===== config.mk =====
export PLATFORM = sky130hd
export DESIGN_NAME = multicycle_control
export DESIGN_NICKNAME = d
export VERILOG_FILES = /design/src/rtl/ctrl_pkg.sv /design/src/rtl/alu_decoder.sv /design/src/rtl/multicycle_control.sv
export SDC_FILE = /design/constraint.sdc
export NUM_CORES = 1
export LEC_CHECK = 0
export ABC_AREA = 1
export CAP_MARGIN = 20
export CORE_UTILIZATION = 43
export CTS_CLUSTER_DIAMETER = 200
export DETAILED_ROUTE_END_ITERATION = 10
export PLACE_DENSITY = 0.92
export SLEW_MARGIN = 20
export SYNTH_ARGS = -nofsm -noshare
export SYNTH_HDL_FRONTEND = slang
export SYNTH_HIERARCHICAL = 1
export SYNTH_SLANG_ARGS = --single-unit

===== constraint.sdc =====
create_clock -name clk -period 3.8 [get_ports clk]
set_input_delay 0.76 -clock clk [delete_from_list [all_inputs] [get_ports clk]]
set_output_delay 0.76 -clock clk [all_outputs]
set_load 0.005 [all_outputs]

===== src/rtl/ctrl_pkg.sv =====
// Shared encodings for the RV32I multi-cycle control unit: FSM states, opcodes,
// ALU operation codes (also used by alu) and datapath mux selects.
package ctrl_pkg;

    typedef enum logic [3:0] {
        S_FETCH,
        S_DECODE,
        S_MEMADR,
        S_MEMREAD,
        S_MEMWB,
        S_MEMWRITE,
        S_EXECR,
        S_EXECI,
        S_ALUWB,
        S_BRANCH,
        S_JAL,
        S_TRAP
    } state_t;

    // Which flavour of ALU operation the current state needs
    typedef enum logic [1:0] {
        CLS_ADD,
        CLS_SUB,
        CLS_RTYPE,
        CLS_ITYPE
    } alu_class_t;

    localparam logic [6:0] OP_LOAD   = 7'b0000011;
    localparam logic [6:0] OP_STORE  = 7'b0100011;
    localparam logic [6:0] OP_RTYPE  = 7'b0110011;
    localparam logic [6:0] OP_IALU   = 7'b0010011;
    localparam logic [6:0] OP_BRANCH = 7'b1100011;
    localparam logic [6:0] OP_JAL    = 7'b1101111;

    localparam logic [2:0] F3_BEQ  = 3'b000;
    localparam logic [2:0] F3_BNE  = 3'b001;
    localparam logic [2:0] F3_BLT  = 3'b100;
    localparam logic [2:0] F3_BGE  = 3'b101;
    localparam logic [2:0] F3_WORD = 3'b010;

    localparam logic [2:0] ALU_ADD = 3'b000;
    localparam logic [2:0] ALU_SLL = 3'b001;
    localparam logic [2:0] ALU_SUB = 3'b010;
    localparam logic [2:0] ALU_XOR = 3'b100;
    localparam logic [2:0] ALU_SRL = 3'b101;
    localparam logic [2:0] ALU_OR  = 3'b110;
    localparam logic [2:0] ALU_AND = 3'b111;

    localparam logic [1:0] SRCA_PC    = 2'b00;
    localparam logic [1:0] SRCA_OLDPC = 2'b01;
    localparam logic [1:0] SRCA_RS1   = 2'b10;

    localparam logic [1:0] SRCB_RS2  = 2'b00;
    localparam logic [1:0] SRCB_IMM  = 2'b01;
    localparam logic [1:0] SRCB_FOUR = 2'b10;

    localparam logic [1:0] RES_ALUOUT    = 2'b00;
    localparam logic [1:0] RES_LOAD      = 2'b01;
    localparam logic [1:0] RES_ALURESULT = 2'b10;

    localparam logic [1:0] IMM_I = 2'b00;
    localparam logic [1:0] IMM_S = 2'b01;
    localparam logic [1:0] IMM_B = 2'b10;
    localparam logic [1:0] IMM_J = 2'b11;

    function automatic logic [1:0] imm_src_of(input logic [6:0] op);
        case (op)
            OP_STORE:  return IMM_S;
            OP_BRANCH: return IMM_B;
            OP_JAL:    return IMM_J;
            default:   return IMM_I;
        endcase
    endfunction

endpackage


===== src/rtl/alu_decoder.sv =====
// Combinational ALU operation decoder: maps the state's ALU class plus
// funct3/funct7_5 to an ALUControl code and flags unsupported R/I encodings.
module alu_decoder
    import ctrl_pkg::*;
(
    input  alu_class_t  alu_class,
    input  logic [2:0]  funct3,
    input  logic        funct7_5,
    output logic [2:0]  alu_control,
    output logic        illegal
);

    always_comb begin
        alu_control = ALU_ADD;
        illegal     = 1'b0;
        case (alu_class)
            CLS_SUB: alu_control = ALU_SUB;
            CLS_RTYPE, CLS_ITYPE: begin
                case (funct3)
                    3'b000:  alu_control = (alu_class == CLS_RTYPE && funct7_5) ? ALU_SUB : ALU_ADD;
                    3'b001:  alu_control = ALU_SLL;
                    3'b100:  alu_control = ALU_XOR;
                    3'b101:  alu_control = ALU_SRL;
                    3'b110:  alu_control = ALU_OR;
                    3'b111:  alu_control = ALU_AND;
                    default: illegal = 1'b1;
                endcase
                // instr[30] is only a function bit for R-type ops and immediate shifts
                if (funct7_5) begin
                    if (alu_class == CLS_RTYPE && funct3 != 3'b000)
                        illegal = 1'b1;
                    if (alu_class == CLS_ITYPE && (funct3 == 3'b001 || funct3 == 3'b101))
                        illegal = 1'b1;
                end
            end
            default: alu_control = ALU_ADD;
        endcase
    end

endmodule


===== src/rtl/multicycle_control.sv =====
// Multi-cycle RV32I control FSM (fetch/decode/execute/memory/writeback).
// Define CTRL_ILLEGAL_TRAP_EN to lock into a TRAP state on illegal encodings.
module multicycle_control
    import ctrl_pkg::*;
(
    input  logic       clk,
    input  logic       rst,
    input  logic [6:0] opcode,
    input  logic [2:0] funct3,
    input  logic       funct7_5,
    input  logic       Zero,
    input  logic       Sign_Flag,
    input  logic       mem_ready,
    output logic       PCWrite,
    output logic       IRWrite,
    output logic       RegWrite,
    output logic       MemWrite,
    output logic       AdrSrc,
    output logic [1:0] ALUSrcA,
    output logic [1:0] ALUSrcB,
    output logic [1:0] ResultSrc,
    output logic [1:0] ImmSrc,
    output logic [2:0] ALUControl,
    output logic       instr_done,
    output logic       illegal_instr
);

    state_t     state_reg, state_next;
    alu_class_t alu_class;
    logic [2:0] dec_alu_control;
    logic       dec_illegal;
    logic       instr_ok;
    logic       branch_taken;

    // In DECODE the decoder checks legality of the fetched op; later it drives ALUControl
    always_comb begin
        alu_class = CLS_ADD;
        case (state_reg)
            S_DECODE: begin
                if (opcode == OP_RTYPE)
                    alu_class = CLS_RTYPE;
                else if (opcode == OP_IALU)
                    alu_class = CLS_ITYPE;
            end
            S_EXECR:  alu_class = CLS_RTYPE;
            S_EXECI:  alu_class = CLS_ITYPE;
            S_BRANCH: alu_class = CLS_SUB;
            default:  alu_class = CLS_ADD;
        endcase
    end

    alu_decoder u_alu_decoder (
        .alu_class   (alu_class),
        .funct3      (funct3),
        .funct7_5    (funct7_5),
        .alu_control (dec_alu_control),
        .illegal     (dec_illegal)
    );

    always_comb begin
        case (opcode)
            OP_LOAD, OP_STORE: instr_ok = (funct3 == F3_WORD);
            OP_RTYPE, OP_IALU: instr_ok = !dec_illegal;
            OP_BRANCH:         instr_ok = funct3 inside {F3_BEQ, F3_BNE, F3_BLT, F3_BGE};
            OP_JAL:            instr_ok = 1'b1;
            default:           instr_ok = 1'b0;
        endcase
    end

    always_comb begin
        case (funct3)
            F3_BEQ:  branch_taken = Zero;
            F3_BNE:  branch_taken = !Zero;
            F3_BLT:  branch_taken = Sign_Flag;
            F3_BGE:  branch_taken = !Sign_Flag;
            default: branch_taken = 1'b0;
        endcase
    end

    always_ff @(posedge clk or posedge rst) begin
        if (rst)
            state_reg <= S_FETCH;
        else
            state_reg <= state_next;
    end

    always_comb begin
        state_next = state_reg;
        case (state_reg)
            S_FETCH: if (mem_ready) state_next = S_DECODE;
            S_DECODE: begin
                if (!instr_ok) begin
`ifdef CTRL_ILLEGAL_TRAP_EN
                    state_next = S_TRAP;
`else
                    state_next = S_FETCH;
`endif
                end else begin
                    case (opcode)
                        OP_LOAD, OP_STORE: state_next = S_MEMADR;
                        OP_RTYPE:          state_next = S_EXECR;
                        OP_IALU:           state_next = S_EXECI;
                        OP_BRANCH:         state_next = S_BRANCH;
                        OP_JAL:            state_next = S_JAL;
                        default:           state_next = S_FETCH;
                    endcase
                end
            end
            S_MEMADR:   state_next = (opcode == OP_LOAD) ? S_MEMREAD : S_MEMWRITE;
            S_MEMREAD:  if (mem_ready) state_next = S_MEMWB;
            S_MEMWB:    state_next = S_FETCH;
            S_MEMWRITE: if (mem_ready) state_next = S_FETCH;
            S_EXECR:    state_next = S_ALUWB;
            S_EXECI:    state_next = S_ALUWB;
            S_ALUWB:    state_next = S_FETCH;
            S_BRANCH:   state_next = S_FETCH;
            S_JAL:      state_next = S_ALUWB;
            S_TRAP:     state_next = S_TRAP;
            default:    state_next = S_FETCH;
        endcase
    end

    always_comb begin
        PCWrite    = 1'b0;
        IRWrite    = 1'b0;
        RegWrite   = 1'b0;
        MemWrite   = 1'b0;
        AdrSrc     = 1'b0;
        ALUSrcA    = SRCA_PC;
        ALUSrcB    = SRCB_FOUR;
        ResultSrc  = RES_ALURESULT;
        ALUControl = ALU_ADD;
        ImmSrc     = imm_src_of(opcode);
        // Every retirement (including a non-trapping illegal NOP) is a return to FETCH
        instr_done = (state_next == S_FETCH) && (state_reg != S_FETCH);
        case (state_reg)
            S_FETCH: begin
                IRWrite = mem_ready;
                PCWrite = mem_ready;
            end
            S_DECODE: begin
                ALUSrcA = SRCA_OLDPC;
                ALUSrcB = SRCB_IMM;
            end
            S_MEMADR: begin
                ALUSrcA = SRCA_RS1;
                ALUSrcB = SRCB_IMM;
            end
            S_MEMREAD: AdrSrc = 1'b1;
            S_MEMWB: begin
                ResultSrc = RES_LOAD;
                RegWrite  = 1'b1;
            end
            S_MEMWRITE: begin
                AdrSrc   = 1'b1;
                MemWrite = 1'b1;
            end
            S_EXECR: begin
                ALUSrcA    = SRCA_RS1;
                ALUSrcB    = SRCB_RS2;
                ALUControl = dec_alu_control;
            end
            S_EXECI: begin
                ALUSrcA    = SRCA_RS1;
                ALUSrcB    = SRCB_IMM;
                ALUControl = dec_alu_control;
            end
            S_ALUWB: begin
                ResultSrc = RES_ALUOUT;
                RegWrite  = 1'b1;
            end
            S_BRANCH: begin
                ALUSrcA    = SRCA_RS1;
                ALUSrcB    = SRCB_RS2;
                ALUControl = dec_alu_control;
                ResultSrc  = RES_ALUOUT;
                PCWrite    = branch_taken;
            end
            S_JAL: begin
                ALUSrcA   = SRCA_OLDPC;
                ALUSrcB   = SRCB_FOUR;
                ResultSrc = RES_ALUOUT;
                PCWrite   = 1'b1;
            end
            default: ;
        endcase
        if (rst) begin
            PCWrite    = 1'b0;
            IRWrite    = 1'b0;
            RegWrite   = 1'b0;
            MemWrite   = 1'b0;
            instr_done = 1'b0;
        end
    end

`ifdef CTRL_ILLEGAL_TRAP_EN
    logic illegal_reg;

    always_ff @(posedge clk or posedge rst) begin
        if (rst)
            illegal_reg <= 1'b0;
        else if (state_reg == S_DECODE && !instr_ok)
            illegal_reg <= 1'b1;
    end

    assign illegal_instr = illegal_reg;
`else
    assign illegal_instr = 1'b0;
`endif

endmodule

Word level (Yosys, flattened, before mapping):

Index checks and enable logic that the tools add are counted.

* equality and inequality tests: 26
* reduce and logical (&&, ||, !) cells: 27
* mux-type cells: 35

Operators by type and width (count)
* 4-bit case mux with 7 select lines: 1
* 4-bit case mux with 5 select lines: 1
* 3-bit case mux with 6 select lines: 1
* 4-bit by 3-bit == test with 1-bit output, second input constant: 4
* 4-bit == test, second input constant: 4
* 4-bit two-way mux: 4
* 7-bit by 6-bit == test with 1-bit output, second input constant: 2
* 7-bit == test, second input constant: 2
* 1-bit two-way mux: 14
* 2-bit OR reduction: 7
* 3-bit == test, second input constant: 4
* 2-bit case mux with 2 select lines: 3
* 3-bit OR reduction: 4
* 4-bit by 2-bit == test with 1-bit output, second input constant: 2
* 4-bit zero test: 2
* 1-bit case mux with 4 select lines: 2
* 2-bit case mux with 4 select lines: 1
* 4-bit nonzero test: 2
* 7-bit by 2-bit == test with 1-bit output, second input constant: 1
* 7-bit by 5-bit == test with 1-bit output, second input constant: 1
* 2-bit two-way mux: 3
* 3-bit two-way mux: 2
* 2-bit case mux with 3 select lines: 1
* 3-bit case mux with 2 select lines: 1
* other kinds (13): 19

* register bits: 4
* logic and storage cells: 89
* input port bits: 16
* output and inout bits: 18

Longest topological paths before layout:

* depth after elaboration: 17
* mapped depth: 17

Cells and area by module:

Netlist, hierarchy kept.

By module, submodules not included
* multicycle_control: times used 1, area an instance 630.6 µm², cells an instance 119
* alu_decoder: times used 1, area an instance 92.6 µm², cells an instance 21

Least setup slack after synthesis:

No wires, ideal clock.

* kind: in2out
* start: input opcode[1]
* end: output instr_done
* cell stages on the path: 15
* path buffers: 0
* setup slack: 933 ps
* data arrival time: 2107 ps
* path through: nand2_1 -> nor2_4 -> nand3_1 -> o21ai_0 -> inv_1 -> nand2_1 -> nand2_1 -> nand2_1 -> a21oi_2 -> inv_1 -> nand3_1 -> nor2_1 -> nor3_2 -> nand3_1 -> nor2_1

* cells in the longest elaborated chain, start to end: 17

RTL lines
* from (decl): RTL line multicycle_control.sv:8 `input logic [6:0] opcode,`
* 7-bit by 5-bit == test with 1-bit output: RTL line multicycle_control.sv:42 `else if (opcode == OP_IALU)`
* 2-bit two-way mux: RTL line multicycle_control.sv:42
* 2-bit two-way mux (*): RTL line multicycle_control.sv:40 `if (opcode == OP_RTYPE)`
* 2-bit case mux with 4 select lines (*): RTL line multicycle_control.sv:38 `case (state_reg)`
* net alu_class[0]: RTL line multicycle_control.sv:29 `alu_class_t alu_class;`
* 2-bit == test: RTL line alu_decoder.sv:16, alu_decoder.sv:30
* 1-bit logical AND: RTL line alu_decoder.sv:30 `if (alu_class == CLS_RTYPE && funct3 != 3'b000)`
* 1-bit two-way mux: RTL line alu_decoder.sv:30
* (+3 left out)
* net dec_illegal: RTL line multicycle_control.sv:31 `logic dec_illegal;`
* 1-bit zero test (*): RTL line multicycle_control.sv:63 `OP_RTYPE, OP_IALU: instr_ok = !dec_illegal;`
* 1-bit case mux with 4 select lines (*): RTL line multicycle_control.sv:61 `case (opcode)`
* 4-bit two-way mux (*): RTL line multicycle_control.sv:92 `if (!instr_ok) begin`
* 4-bit case mux with 7 select lines (*): RTL line multicycle_control.sv:89 `case (state_reg)`
* 4-bit zero test (*): RTL line multicycle_control.sv:135 `instr_done = (state_next == S_FETCH) && (state_reg != S_FETCH);`
* 1-bit logical AND (*): RTL line multicycle_control.sv:135
* 1-bit two-way mux (*): RTL line multicycle_control.sv:187 `if (rst) begin`
* to (decl): RTL line multicycle_control.sv:24 `output logic instr_done,`

The timed path passes the listed nets; every way through them passes the cells marked *.

Worst setup path after layout:

* start: input opcode[1]
* end: output ALUControl[1]

* cells in the longest elaborated chain, start to end: 10

RTL lines
* 7-bit by 5-bit == test with 1-bit output: RTL line multicycle_control.sv:42
* 2-bit two-way mux: RTL line multicycle_control.sv:42
* 2-bit two-way mux (*): RTL line multicycle_control.sv:40
* 2-bit case mux with 4 select lines (*): RTL line multicycle_control.sv:38
* net alu_class[0]: RTL line multicycle_control.sv:29
* 2-bit == test: RTL line alu_decoder.sv:16, alu_decoder.sv:20
* 1-bit logical AND: RTL line alu_decoder.sv:20 `3'b000: alu_control = (alu_class == CLS_RTYPE && funct7_5) ? ALU_SUB : ALU_ADD;`
* 2-bit two-way mux: RTL line alu_decoder.sv:20
* 3-bit case mux with 6 select lines: RTL line alu_decoder.sv:19 `case (funct3)`
* 3-bit case mux with 2 select lines (*): RTL line alu_decoder.sv:16 `case (alu_class)`
* net dec_alu_control[1]: RTL line multicycle_control.sv:30 `logic [2:0] dec_alu_control;`
* 3-bit two-way mux (*): RTL line multicycle_control.sv:136 `case (state_reg)`
* to (decl): RTL line multicycle_control.sv:23 `output logic [2:0] ALUControl,`

Marked as above.

==> results.toml <==
[clock_tree]
worst_setup_hold_path_clk_slew_ns = 0.04
cts_hold_buf = 0
tritoncts = "done"
clockRootBuffer = "clkbuf_4"
ctsHtreeMaxLevel = 1
num_cts_buffers = 3
cts.path.max_buffers = 2
clock-sinks = 4
clkLatencyLatePin_ns = 0.23

[detailed_routing]
final_antenna_net_count = 0
dr_wl_met2_um = 1262
drt_first_pass_iters = 4
route.top_layer_used = "met4"
drcViolationCount = 0
drt-met1-wl_um = 980
via_per_inst = 5.303
number_of_drc_markers_in_iteration_0 = 36
wirelength_um = 2423
met3RoutedLength_um = 164
wl_per_cell_um = 12.05
route.vias.total = 1066

[placement]
detailed_place_hpwl_um = 1943
place.gp.congestion = 0.9449
placedInstanceArea_um2 = 1131
dp_slack_ns = -0.1160
port-buffer-count = 32

[layout]
antennaDiodeCount = 0
finalInstanceArea_um2 = 1187
final_nets = 203
layout.core_utilization = 0.7703
final.fill_count = 116
drive_gt1_frac = 0.1838
areaGrowthSynthToFinish_pct = 64.19
largest_register_ffs = 4

[critical_path]
crit_required_ns = 3.04
worst_ep_arrival_time_ns = 2.72
critPathKind = "in2out"
worst_path_max_fanout = 3
cp-end-kind = "output pin"
critical_path.top_delay_family = "buffers and inverters"
crit_chain = "clkdlybuf4s50_1 -> nand2_1 -> nor2_4 -> nand3_2 -> o21ai_1 -> buf_4 -> nor2_1 -> a21oi_1 -> inv_1 -> nor2_1 -> clkdlybuf4s50_1"
timing.rr.end = "state_reg[2]$_DFF_PP0_"
cp_slowest_cell = "clkdlybuf4s50_1"
critical_path.reg2reg.startpoint = "state_reg[3]$_DFF_PP0_"
r2r_setup_slack_ns = 1.58
timing.critical_path.slowest_cell_delay_ns = 0.50
timing.critical_path.buf_inv = 4
reg2reg_depth = 18
startpoint_type = "input pin"

[synthesis]
synth_area_um2 = 723.2
synth.top_cells.by_area = "nand2_1 18%, dfrtp_1 14%, nor2_1 13%"
postSynthNetCount = 156
synthDominantAreaCellType = "nand2_1"
post-synth-top-area-fraction = 0.1765
synth-warning-count = 6
synth_seq_area_share = 0.1384
yosys_most_used_dff = "dfrtp_1"
asyncSetResetFlopFracSynth = 1.000
yosys.cell_types.count = 24
postSynthRegisterBits = 4
mean_syn_cell_area_um2 = 5.166
netlist_instances = 140
number_of_synthesized_flops_with_an_enable_pin = 0

[worst_hold_path]
worstHoldPathType = "in2async"

[timing]
grt_setup_unrepaired = "false"
setup_tns_final_ns = 0
slew_viol_final = 0
setup_viol = 0
fmax_mhz = 287.4
skew_ns = 0.00002891
final.setup.worst_slack_ns = 0.3210
finalHoldViolations = 0
period_needed_ns = 3.479
hold-worst-slack_ns = 0.8505
finalCritPeriodShare = 0.9155

[power]
switching_power_w = 0.00004764
power.sequential.fraction = 0.282
power.internal_w = 0.0001136
combPwrFrac = 0.406
power_density_nw_per_um2 = 135.8
max-vdd-ir-drop_mv = 0.1530
total_leakage_power_nw = 0.6197
part_of_the_power_in_the_clock_network = 0.312
netSwitchingFraction = 0.2954

[die]
dieHeight_um = 43.01
chipWidth_um = 43.01
fp-row-count = 14
fp.dieArea_um2 = 1850
floorplan.core_area_um2 = 1541
floorplan.initialDensity = 0.4692
ios = 34

[global_routing]
maximum_number_of_pins_on_one_net_before_global_route_repair = 8
grt_use_total = 0.2771
grt_pass1_wl_um = 3905
gr-total-overflow = 0
grt_pass1_vias = 971
grt_antenna_before_repair = 0

[run]
drv.max_cap_violation_count = 0

[outcome]
status = "completed"
## synthesized netlist by cell type, types with 3 or more instances
| library cell | count |
|---|---|
| inv_1 | 25 |
| nand3_1 | 10 |
| nor2_1 | 26 |
| o21ai_0 | 4 |
| inv_2 | 4 |
| dfrtp_1 | 4 |
| nor2_4 | 3 |
| nand2_1 | 34 |
| a21oi_1 | 10 |
## metal layers
| layer | global-route usage | vias up |
|---|---|---|
| met1 | 0.3359 | 472 |
| met4 | 0.09697 | 0 |
| met2 | 0.4939 | 56 |
| met3 | 0.03830 | 6 |
| met5 | 0 | - |
| li1 | - | 532 |
## kinds of logic after synthesis
group | count (synthesis) | share of synthesized area
flip-flops | 4 | 0.1384
XOR/XNOR | 1 | 0.01211
AO/OA/AOI/OAI | 21 | 0.1661
buffers and inverters | 30 | 0.1609
AND/OR/NAND/NOR | 83 | 0.5173
other | 1 | 0.005185
## layout make-up
cell class                      count  area, µm²  area share
Clock buffer                        3      22.52     0.01897
Inverter                           29      108.9     0.09168
Multi-Input combinational cell    106      530.5      0.4468
Sequential cell                     4      100.1     0.08430
Tap cell                           16      20.02     0.01686
Timing Repair Buffer               43      405.4      0.3414
## metrics by stage
stage | instances | total power [W]
final | 201 | 0.0001613
after floorplan | 140 | 0.00007185
after CTS | 201 | 0.0001614
after detailed placement | 197 | 0.0001087
after global routing | 201 | 0.0001698
after global placement | 197 | 0.0001070
## repair_timing
action / in CTS / in global routing
resized for setup: 4 / 6
pin swaps: 1 / 0
setup buffers: 1 / 0
endpoints found under the setup margin: 1 / 2
## power groups by stage
stage,Combinational [W],Sequential (W),Clock [W]
floorplan,0.0000263,0.0000456,0
global placement,0.0000612,0.0000459,0
detailed placement,0.0000628,0.0000459,0
CTS,0.0000639,0.0000454,0.0000522
global route,0.0000715,0.0000455,0.0000528
finish,0.0000655,0.0000455,0.0000504
## worst reg2reg max path, delay by kind of cell, from the launching register on
kind | cells | cell delay (ns)
buffers and inverters | 7 | 0.64
AOI/OAI and AO/OA | 2 | 0.18
DFF | 1 | 0.41
and+or+nand+nor | 9 | 0.96
## worst max path at each step
stage | from | to | cells past startpoint
floorplan | opcode[1] | instr_done | 15
global placement | opcode[3] | instr_done | 18
detailed placement | opcode[3] | instr_done | 18
CTS | opcode[4] | instr_done | 17
global route | opcode[0] | ALUControl[0] | 11
finish | opcode[1] | ALUControl[1] | 11
## cell usage in the layout (no fill, tap or decap), types with 2 or more instances in the layout
master / instances
inv_2: 4
nand2_2: 3
nor2_2: 2
buf_4: 11
a21oi_1: 10
a31oi_1: 2
nand3_2: 2
o21ai_1: 3
inv_1: 25
nor2_1: 25
dfrtp_1: 4
nand3_1: 8
nand2_1: 33
clkdlybuf4s50_1: 31
clkbuf_4: 3
nor2_4: 4
or2_2: 2
nand4_1: 2
No activity file was read; power rests on OpenSTA's default activity.
